<file path="config.mk">
export PLATFORM = sky130hd
export DESIGN_NAME = tank_sprite_renderer
export DESIGN_NICKNAME = d
export VERILOG_FILES = /design/src/rtl/tank_pkg.sv /design/src/rtl/tank_addr_gen.sv /design/src/rtl/tank_sprite_renderer.sv
export SDC_FILE = /design/constraint.sdc
export NUM_CORES = 1
export LEC_CHECK = 0
export BUFFER_PORTS_ARGS = -buffer_cell sky130_fd_sc_hd__buf_2
export CAP_MARGIN = 10
export CORE_AREA = 2 2 109 101
export CTS_BUF_LIST = sky130_fd_sc_hd__clkbuf_2
export DETAILED_ROUTE_END_ITERATION = 16
export DIE_AREA = 0 0 111 103
export PLACE_DENSITY = 0.67
export SYNTH_ARGS = -nofsm -noshare
export SYNTH_HDL_FRONTEND = slang
export SYNTH_SLANG_ARGS = --single-unit
</file>
<file path="constraint.sdc">
create_clock -name Clk -period 9.25 [get_ports Clk]
set_input_delay 0.925 -clock Clk [delete_from_list [all_inputs] [get_ports Clk]]
set_output_delay 0.925 -clock Clk [all_outputs]
set_load 0.02 [all_outputs]
</file>
<file path="src/rtl/tank_pkg.sv">
// Shared constants and types for the tank sprite renderer.
// Sprite geometry, ROM depth, facing encoding and the 16-entry palette.
package tank_pkg;

  localparam int SPRITE_DIM = 50;
  localparam int ROM_DEPTH  = 2500;

  typedef enum logic [1:0] {
    DIR_RIGHT = 2'd0,
    DIR_LEFT  = 2'd1,
    DIR_UP    = 2'd2,
    DIR_DOWN  = 2'd3
  } tank_dir_e;

  // Index 0 is never displayed (transparent).
  localparam logic [0:15][23:0] PALETTE = {
    24'h000000, 24'h1e3a14, 24'h2f5a1f, 24'h467a2c,
    24'h5c9a3a, 24'h7fb850, 24'ha4d46c, 24'h3b3b3b,
    24'h5e5e5e, 24'h8a8a8a, 24'hc0c0c0, 24'h6b4a22,
    24'h8f6a34, 24'hd8b060, 24'hff4020, 24'hffffff
  };

endpackage

</file>
<file path="src/rtl/tank_addr_gen.sv">
// Bounds check and sprite ROM address transform (combinational).
// With TANK_ROTATE_EN defined, one right-facing ROM is rotated per facing.
module tank_addr_gen
  import tank_pkg::*;
(
  input  logic [9:0]  draw_x,
  input  logic [9:0]  draw_y,
  input  logic [9:0]  pos_x,
  input  logic [9:0]  pos_y,
`ifdef TANK_ROTATE_EN
  input  tank_dir_e   dir,
`endif
  output logic        in_bounds,
  output logic [11:0] addr
);

  localparam logic [10:0] DIM  = 11'(SPRITE_DIM);
  localparam logic [5:0]  LAST = 6'(SPRITE_DIM - 1);

  logic [10:0] dx, dy, x0, y0;
  logic [5:0]  c, r, src_r, src_c;

  // 11-bit compare so a sprite near 1023 does not wrap to 0.
  assign dx = {1'b0, draw_x};
  assign dy = {1'b0, draw_y};
  assign x0 = {1'b0, pos_x};
  assign y0 = {1'b0, pos_y};

  assign in_bounds = (dx >= x0) && (dx < x0 + DIM) &&
                     (dy >= y0) && (dy < y0 + DIM);

  assign c = draw_x[5:0] - pos_x[5:0];
  assign r = draw_y[5:0] - pos_y[5:0];

  always_comb begin
    src_r = r;
    src_c = c;
`ifdef TANK_ROTATE_EN
    unique case (dir)
      DIR_RIGHT: begin
        src_r = r;
        src_c = c;
      end
      DIR_LEFT: begin
        src_r = r;
        src_c = LAST - c;
      end
      DIR_UP: begin
        src_r = c;
        src_c = LAST - r;
      end
      DIR_DOWN: begin
        src_r = LAST - c;
        src_c = r;
      end
      default: begin
        src_r = r;
        src_c = c;
      end
    endcase
`endif
  end

  assign addr = 12'(src_r) * 12'(SPRITE_DIM) + 12'(src_c);

endmodule

</file>
<file path="src/rtl/tank_sprite_renderer.sv">
// Tank sprite renderer: frame-buffered position, 2-stage pixel pipeline.
// Optional macro TANK_ROTATE_EN selects one rotated ROM instead of rom_sel.
module tank_sprite_renderer
  import tank_pkg::*;
(
  input  logic        Clk,
  input  logic        Reset,
  input  logic        frame_start,
  input  logic [9:0]  tank_x,
  input  logic [9:0]  tank_y,
  input  logic [1:0]  tank_dir,
  input  logic [9:0]  DrawX,
  input  logic [9:0]  DrawY,
  input  logic        pix_in_valid,
  output logic [18:0] read_address,
  output logic [1:0]  rom_sel,
  input  logic [4:0]  rom_data,
  output logic        pix_out_valid,
  output logic        pix_hit,
  output logic [23:0] rgb
);

  logic [9:0]  active_x, active_y;
  tank_dir_e   active_dir;
  logic        in_b, s1_inb, s1_valid;
  logic [11:0] addr_c;
  logic        opaque, hit_c;

  tank_addr_gen u_addr (
    .draw_x    (DrawX),
    .draw_y    (DrawY),
    .pos_x     (active_x),
    .pos_y     (active_y),
`ifdef TANK_ROTATE_EN
    .dir       (active_dir),
`endif
    .in_bounds (in_b),
    .addr      (addr_c)
  );

  // Bit 4 of the frame RAM word carries no colour information.
  assign opaque = |(rom_data & 5'h0f);
  assign hit_c  = s1_inb & s1_valid & opaque;

  always_ff @(posedge Clk) begin
    if (Reset) begin
      active_x      <= '0;
      active_y      <= '0;
      active_dir    <= DIR_RIGHT;
      read_address  <= '0;
      rom_sel       <= '0;
      s1_inb        <= 1'b0;
      s1_valid      <= 1'b0;
      pix_out_valid <= 1'b0;
      pix_hit       <= 1'b0;
      rgb           <= '0;
    end else begin
      if (frame_start) begin
        active_x   <= tank_x;
        active_y   <= tank_y;
        active_dir <= tank_dir_e'(tank_dir);
      end
      s1_valid     <= pix_in_valid;
      s1_inb       <= in_b;
      read_address <= (in_b & pix_in_valid) ? 19'(addr_c) : '0;
`ifdef TANK_ROTATE_EN
      rom_sel      <= 2'b00;
`else
      rom_sel      <= active_dir;
`endif
      pix_out_valid <= s1_valid;
      pix_hit       <= hit_c;
      rgb           <= hit_c ? PALETTE[rom_data[3:0]] : '0;
    end
  end

endmodule

</file>
==> results of run 1 <==
==> power by group through the flow <==
stage | logic, mW | clock network (mW) | registers, mW
floorplan | 0.314 | 0 | 0.298
global placement | 0.381 | 0 | 0.297
detailed placement | 0.391 | 0 | 0.297
CTS | 0.395 | 0.248 | 0.292
global route | 0.446 | 0.259 | 0.293
finish | 0.393 | 0.239 | 0.292
==> worst max-delay path by stage <==
| stage | startpoint | to | slack [ns] | depth (start not counted) |
|---|---|---|---|---|
| CTS | active_y[1] | read_address[11] | 4.80 | 16 |
| global placement | DrawY[1] | read_address[11] | 4.45 | 16 |
| finish | active_y[1] | read_address[11] | 4.77 | 16 |
| floorplan | DrawY[1] | read_address[11] | 4.90 | 15 |
| global route | active_y[1] | read_address[9] | 4.39 | 16 |
| detailed placement | DrawY[1] | read_address[11] | 4.38 | 16 |
==> sequential cells by signal (all words and copies together) (netlist names), 2 cells and up <==
name,count
rom_sel,2
active_x,10
rgb,24
active_y,10
read_address,12
active_dir,2
==> worst register-to-register path, delay by kind of cell (launching register included) <==
family,cells,cell delay (ns)
and+or+nand+nor,6,1.52
DFF,1,0.51
buffers and inverters,1,0.12
xor gates and xnor gates,1,0.18
AOI/OAI and AO/OA,3,0.55
adders and majority gates,5,1.56
==> synthesized netlist by cell type, drive strengths merged, types with 16 or more instances <==
master  number
a21oi       36
dfxtp       64
ha          71
inv         46
mux2i       24
nand2       22
nor2        60
o21ai       16
xnor2       22
==> stage by stage <==
step           setup slack, ns  hold WS (ns)  instances  power (mW)  cell area [um2]
2_1_floorplan            4.900        0.4374        530      0.6118             4557
3_3_place_gp             4.450        0.4521        726      0.6776             5037
3_5_place_dp             4.378        0.4650        726      0.6878             5037
4_1_cts                  4.803        0.4845        742      0.9346             5207
5_1_grt                  4.395        0.5044        742      0.9983             5207
6_report                 4.766        0.4739        742      0.9234             5207
==> cells by family (layout without fill, tap and decap cells) <==
logic type / after synthesis / after routing
XOR/XNOR: 35 / 35
buffers and inverters: 72 / 151
adder cells (fa/ha/maj): 75 / 75
AO/OA/AOI/OAI: 111 / 111
AND/OR/NAND/NOR: 142 / 142
other: 1 / 7
flip-flops: 64 / 64
multiplexers: 24 / 24
==> layer usage <==
metal	part of all wire [%]	track usage [%]	vias up	routed length (um)
li1	-	-	1969	-
met1	44	20.67	1761	4361
met2	49	30.06	70	4792
met3	5.0	6.173	13	494
met4	1.4	6.250	2	142
met5	0.13	0	-	13
==> final cells by class <==
type	instances	area share (%)
Multi-Input combinational cell	394	57.06
Sequential cell	64	24.60
Timing Repair Buffer	89	8.554
Inverter	46	3.316
Tap cell	133	3.196
Clock inverter	7	2.403
Clock buffer	9	0.8650
==> cell usage in the layout (no fill, tap or decap), types with 2 or more instances in the layout <==
| cell | instances |
|---|---|
| a2111oi_0 | 2 |
| a211o_1 | 3 |
| a211oi_1 | 6 |
| a21boi_0 | 2 |
| a21o_1 | 13 |
| a21oi_1 | 36 |
| a221oi_1 | 3 |
| a311oi_1 | 4 |
| a31oi_1 | 5 |
| and2_1 | 3 |
| and3_1 | 2 |
| buf_2 | 89 |
| bufinv_16 | 3 |
| clkbuf_2 | 9 |
| conb_1 | 7 |
| dfxtp_1 | 64 |
| fa_1 | 4 |
| ha_1 | 71 |
| inv_1 | 46 |
| inv_6 | 3 |
| mux2i_1 | 24 |
| nand2_1 | 22 |
| nand2b_1 | 10 |
| nand3_1 | 9 |
| nand3b_1 | 2 |
| nand4_1 | 8 |
| nor2_1 | 59 |
| nor2b_1 | 12 |
| nor3_1 | 6 |
| nor3b_1 | 2 |
| o2111ai_1 | 2 |
| o211ai_1 | 5 |
| o21a_1 | 2 |
| o21ai_0 | 16 |
| o21bai_1 | 5 |
| xnor2_1 | 22 |
| xor2_1 | 13 |
==> results.cfg, run 1 <==
[global_routing]
grt_first_pass_wirelength_um = 16070
gr-usage-all-layers_pct = 17.54
grt_antenna_before_repair = 1
first_global_vias = 3596
globalRouteOverflowTotal = 0
largest_net_degree_at_the_start_of_global_routing = 41

[worst_setup_path]
reg2reg_to = read_address[11]
r2r_cells = 16
cp_common_cell = ha_1
crit_type = flip-flop to flip-flop
timing.critical_path.arrival_ns = 4.96
timing.critical_path.required_ns = 9.73
crit_path_start_kind = flip-flop
crit_path_top_delay_cell = dfxtp_1
worstSetupEndpointType = flip-flop
timing.critical_path.slowest_cell_delay_ns = 0.51
critical_path_peak_fanout = 6
worst_path_dominant_cell_family = adder cells
critPathBufInv = 1
reg2reg_slack_ns = 4.77
crit_chain = inv_1 -> ha_1 -> nor2b_1 -> o21ai_0 -> a21oi_1 -> nor2_1 -> ha_1 -> ha_1 -> ha_1 -> ha_1 -> or2_0 -> and3_1 -> nor4b_1 -> o2111ai_1 -> xor2_1 -> nor2_1
r2r_start = active_y[1]

[cts]
postCtsHoldBufs = 0
master_cell_of_the_clock_root_buffer = clkbuf_2
post_cts_resize_count = 0
clock_sinks = 64
worstSkewPairLatency_ns = 0.56
cts_tree = built
htree_levels = 3
cts_setup_buffers = 0
clk_pin_slew_worst_paths_ns = 0.21
cts-root-to-sink-buffers = 2
numCtsBuffers = 9

[synth]
ys_warn_count = 0
ys_seq_elements = 64
most_used_dff_post_synth = dfxtp_1
synth_cell_type_count = 51
yosys.area_share.adder_pct = 21.36
synthDominantAreaCellType = dfxtp_1
synthesis.area_per_instance_um2 = 8.653
syn_inst_count = 524
yosysSeqAreaShare_pct = 28.26
muxShareOfSynthArea_pct = 5.298
synth-async-reset-ratio_pct = 0
synth_xor_area_share_pct = 6.760
main_combinational_cell_family_by_area_after_synthesis = adder cells
yosys.area.top_type_share_pct = 28.26
synth_edf_count = 0
synth-compound-area-share_pct = 16.39
mappedNetlistArea_um2 = 4534
post_synth_and_or_nand_nor_area_fraction_pct = 15.15
netlist_top_cells_area = dfxtp_1 (28%), ha_1 (20%), mux2i_1 (5.3%), nor2_1 (4.9%), xnor2_1 (4.2%)

[timing]
finalClockSkew_ns = 0.03391
number_of_max_slew_violations_in_the_final_report = 0
actual_slew_at_the_worst_max_slew_pin_ns = 0.9052
final_min_period_over_clock_period_pct = 48.47
slew_headroom_pct = 39.49
layout_min_cycle_time_ns = 4.484
finalHoldViolCount = 0
rsz0062_at_grt = false
setup-violations-final = 0
tns_ns = 0
achievable-frequency_mhz = 223.0

[layout]
count_of_filler_cells_inserted_in_the_layout = 978
final_util_pct = 50.05
diodes = 0
multi_input_logic_area_um2 = 2972
seqCellArea_um2 = 1281
layout_cells_sized_above_1_pct = 18.23
area_growth_from_synthesis_to_layout_pct = 14.85
finalNetCount = 730

[place]
final_gp_congestion = 0.8359
dp_hpwl_um = 7629
port-buffer-count = 89

[route]
dr.first_iter.drc_count = 123
wl_per_cell_um = 13.21
route.detailed.drc = 0
finalWirelength_um = 9804
vias = 3815
routed_via_density = 5.142
drtAntennaViolNets = 0
drtPass1Iterations = 4

[power]
seqPwrFrac_pct = 31.6
worst_ir_drop_vdd_uv = 140.2
clk_pwr_share_pct = 25.8
power_leakage_nw = 2.523
comb_power_share_pct = 42.6
intPower_uw = 576.8
cellPowerDensity_nw_per_um2 = 177.3
p_switching_uw = 346.6
switching_share_pct = 37.53

[floorplanning]
rows = 36
die_w_um = 111
start_util_pct = 43.58
total_i_o_pin_count = 98
die_area_um2 = 11430
die_height_um = 103
design.core.area_um2 = 10410

[min_path]
hold_end = pix_out_valid
holdCritPathClass = flip-flop to flip-flop
min_path_cells = 1
worst_hold_startpoint = s1_valid

[run_status]
result_of_the_run = finished clean

[flow_run]
max-cap-violations = 0
Note: power is estimated with default switching activity, not from simulation.
==> inputs of run 2 (changes only) <==
==> constraint.sdc (replaced) <==
create_clock -name Clk -period 4.46 [get_ports Clk]
set_input_delay 0.446 -clock Clk [delete_from_list [all_inputs] [get_ports Clk]]
set_output_delay 0.446 -clock Clk [all_outputs]
set_load 0.02 [all_outputs]
==> results.cfg, run 2 (same netlist as run 1, synthesis figures left out) <==
[run_status]
result_of_the_run = finished clean

[layout]
layout_cells_sized_above_1_pct = 18.63
register_bank_with_the_most_flops = rgb
final-instance-count-excl-fill = 745
layout_top_registers = rgb (24), read_address (12)
largest_register_ffs = 24
diodes = 0
layout_commonest_cell = buf_2
finalNetCount = 733
commonest_cells_after_routing_fill_and_taps_aside = buf_2 (89), ha_1 (71), dfxtp_1 (64)
area_growth_from_synthesis_to_layout_pct = 13.69

[global_routing]
largest_net_degree_at_the_start_of_global_routing = 41
grt_antenna_before_repair = 1
grt_first_pass_wirelength_um = 16550
gr-usage-all-layers_pct = 18.17
first_global_vias = 3679
globalRouteOverflowTotal = 0

[power]
totalPowerFinal_mw = 1.735
worst_ir_drop_vdd_uv = 181.9
cellPowerDensity_nw_per_um2 = 336.6
power_leakage_nw = 2.507

[floorplanning]
total_i_o_pin_count = 98
die_area_um2 = 11430
die_w_um = 111
start_util_pct = 43.58
die_height_um = 103
design.core.area_um2 = 10410
rows = 36

[worst_setup_path]
critical_path_peak_fanout = 3
worstSetupEndpointType = flip-flop
crit_type = flip-flop to flip-flop
crit_path_top_delay_cell = nor4b_1
critPathBufInv = 1
r2r_start = active_y[1]
crit_path_start_kind = flip-flop
worst_path_dominant_cell_family = adder cells
crit_chain = inv_1 -> ha_1 -> nor2b_1 -> o21ai_0 -> a21oi_1 -> nor2_1 -> ha_1 -> ha_1 -> ha_1 -> ha_1 -> or2_0 -> and3_1 -> nor4b_1 -> o2111ai_1 -> xor2_1 -> nor2_1
timing.critical_path.required_ns = 4.94
timing.critical_path.slowest_cell_delay_ns = 0.46
timing.critical_path.arrival_ns = 4.61
critical_path.startpoint = active_y[1]
cp_common_cell = ha_1

[flow_run]
max-cap-violations = 0

[cts]
cts_tree = built
cts_setup_buffers = 0
clock_sinks = 64
worstSkewPairLatency_ns = 0.56
master_cell_of_the_clock_root_buffer = clkbuf_2
post_cts_resize_count = 0
cts-root-to-sink-buffers = 2
clk_pin_slew_worst_paths_ns = 0.21
numCtsBuffers = 9
postCtsHoldBufs = 0
htree_levels = 3

[timing]
tns_ns = 0
rsz0062_at_grt = false
hold-worst-slack_ns = 0.1008
setup-violations-final = 0
layout_min_cycle_time_ns = 4.128
actual_slew_at_the_worst_max_slew_pin_ns = 0.8979
finalClockSkew_ns = 0.02934
achievable-frequency_mhz = 242.2
final_min_period_over_clock_period_pct = 92.56
number_of_max_slew_violations_in_the_final_report = 0
finalHoldViolCount = 0
slew_headroom_pct = 39.97

[route]
drtAntennaViolNets = 0
drtPass1Iterations = 4
wl_per_cell_um = 13.46
finalWirelength_um = 10030
route.detailed.drc = 0
vias = 3834
dr.first_iter.drc_count = 110
routed_via_density = 5.146

[place]
port-buffer-count = 89
placed_cells_incl_taps = 729
final_gp_congestion = 0.8709
dp_hpwl_um = 7878

[min_path]
holdCritPathClass = input port to flip-flop
worst_hold_startpoint = tank_x[1]
## run 2: final cells by class
cell class              count  area, um2
multi-input cells         394       2972
fillers                   984       5250
well taps                 133      166.4
inverters                  46      172.7
clock inverters             6      45.04
flip-flops and latches     64       1281
repair buffers             92      467.9
clock buffers              10      50.05
## run 2: tightest hold or removal path, stage by stage
cell and delay, ns:
buf_2 0.07, mux2i_1 0.05, nor2_1 0.07
## run 2: path summary, 6_finish.rpt
| check | to | slack, ns | cells past startpoint |
|---|---|---|---|
| max reg2reg | read_address[11] | 0.33 | 16 |
| max | read_address[11] | 0.33 | 16 |
| min reg2reg | pix_out_valid | 0.48 | 1 |
| min | active_x[1] | 0.10 | 3 |
## run 2: metrics by stage
stage	utilization [%]	area, um2	setup slack, ns
finish	49.54	5155	0.3319
global route	49.54	5155	0.1222
CTS	49.54	5155	0.3741
detailed placement	48.63	5060	0.2027
global placement	48.63	5060	0.2735
floorplan	-	4557	0.5527
## run 2: metal layers
metal	wire length (um)	global-route usage, %	vias to the layer above
li1	-	-	1982
met1	4365	20.81	1759
met2	4907	31.48	73
met3	550	6.232	18
met4	191	7.692	2
met5	16	0	-
## run 2: report_power, final
part           internal [mW]  total, mW  switching (mW)
logic                  0.360      0.819           0.459
clock network         0.0787      0.312           0.233
registers              0.590      0.604          0.0142
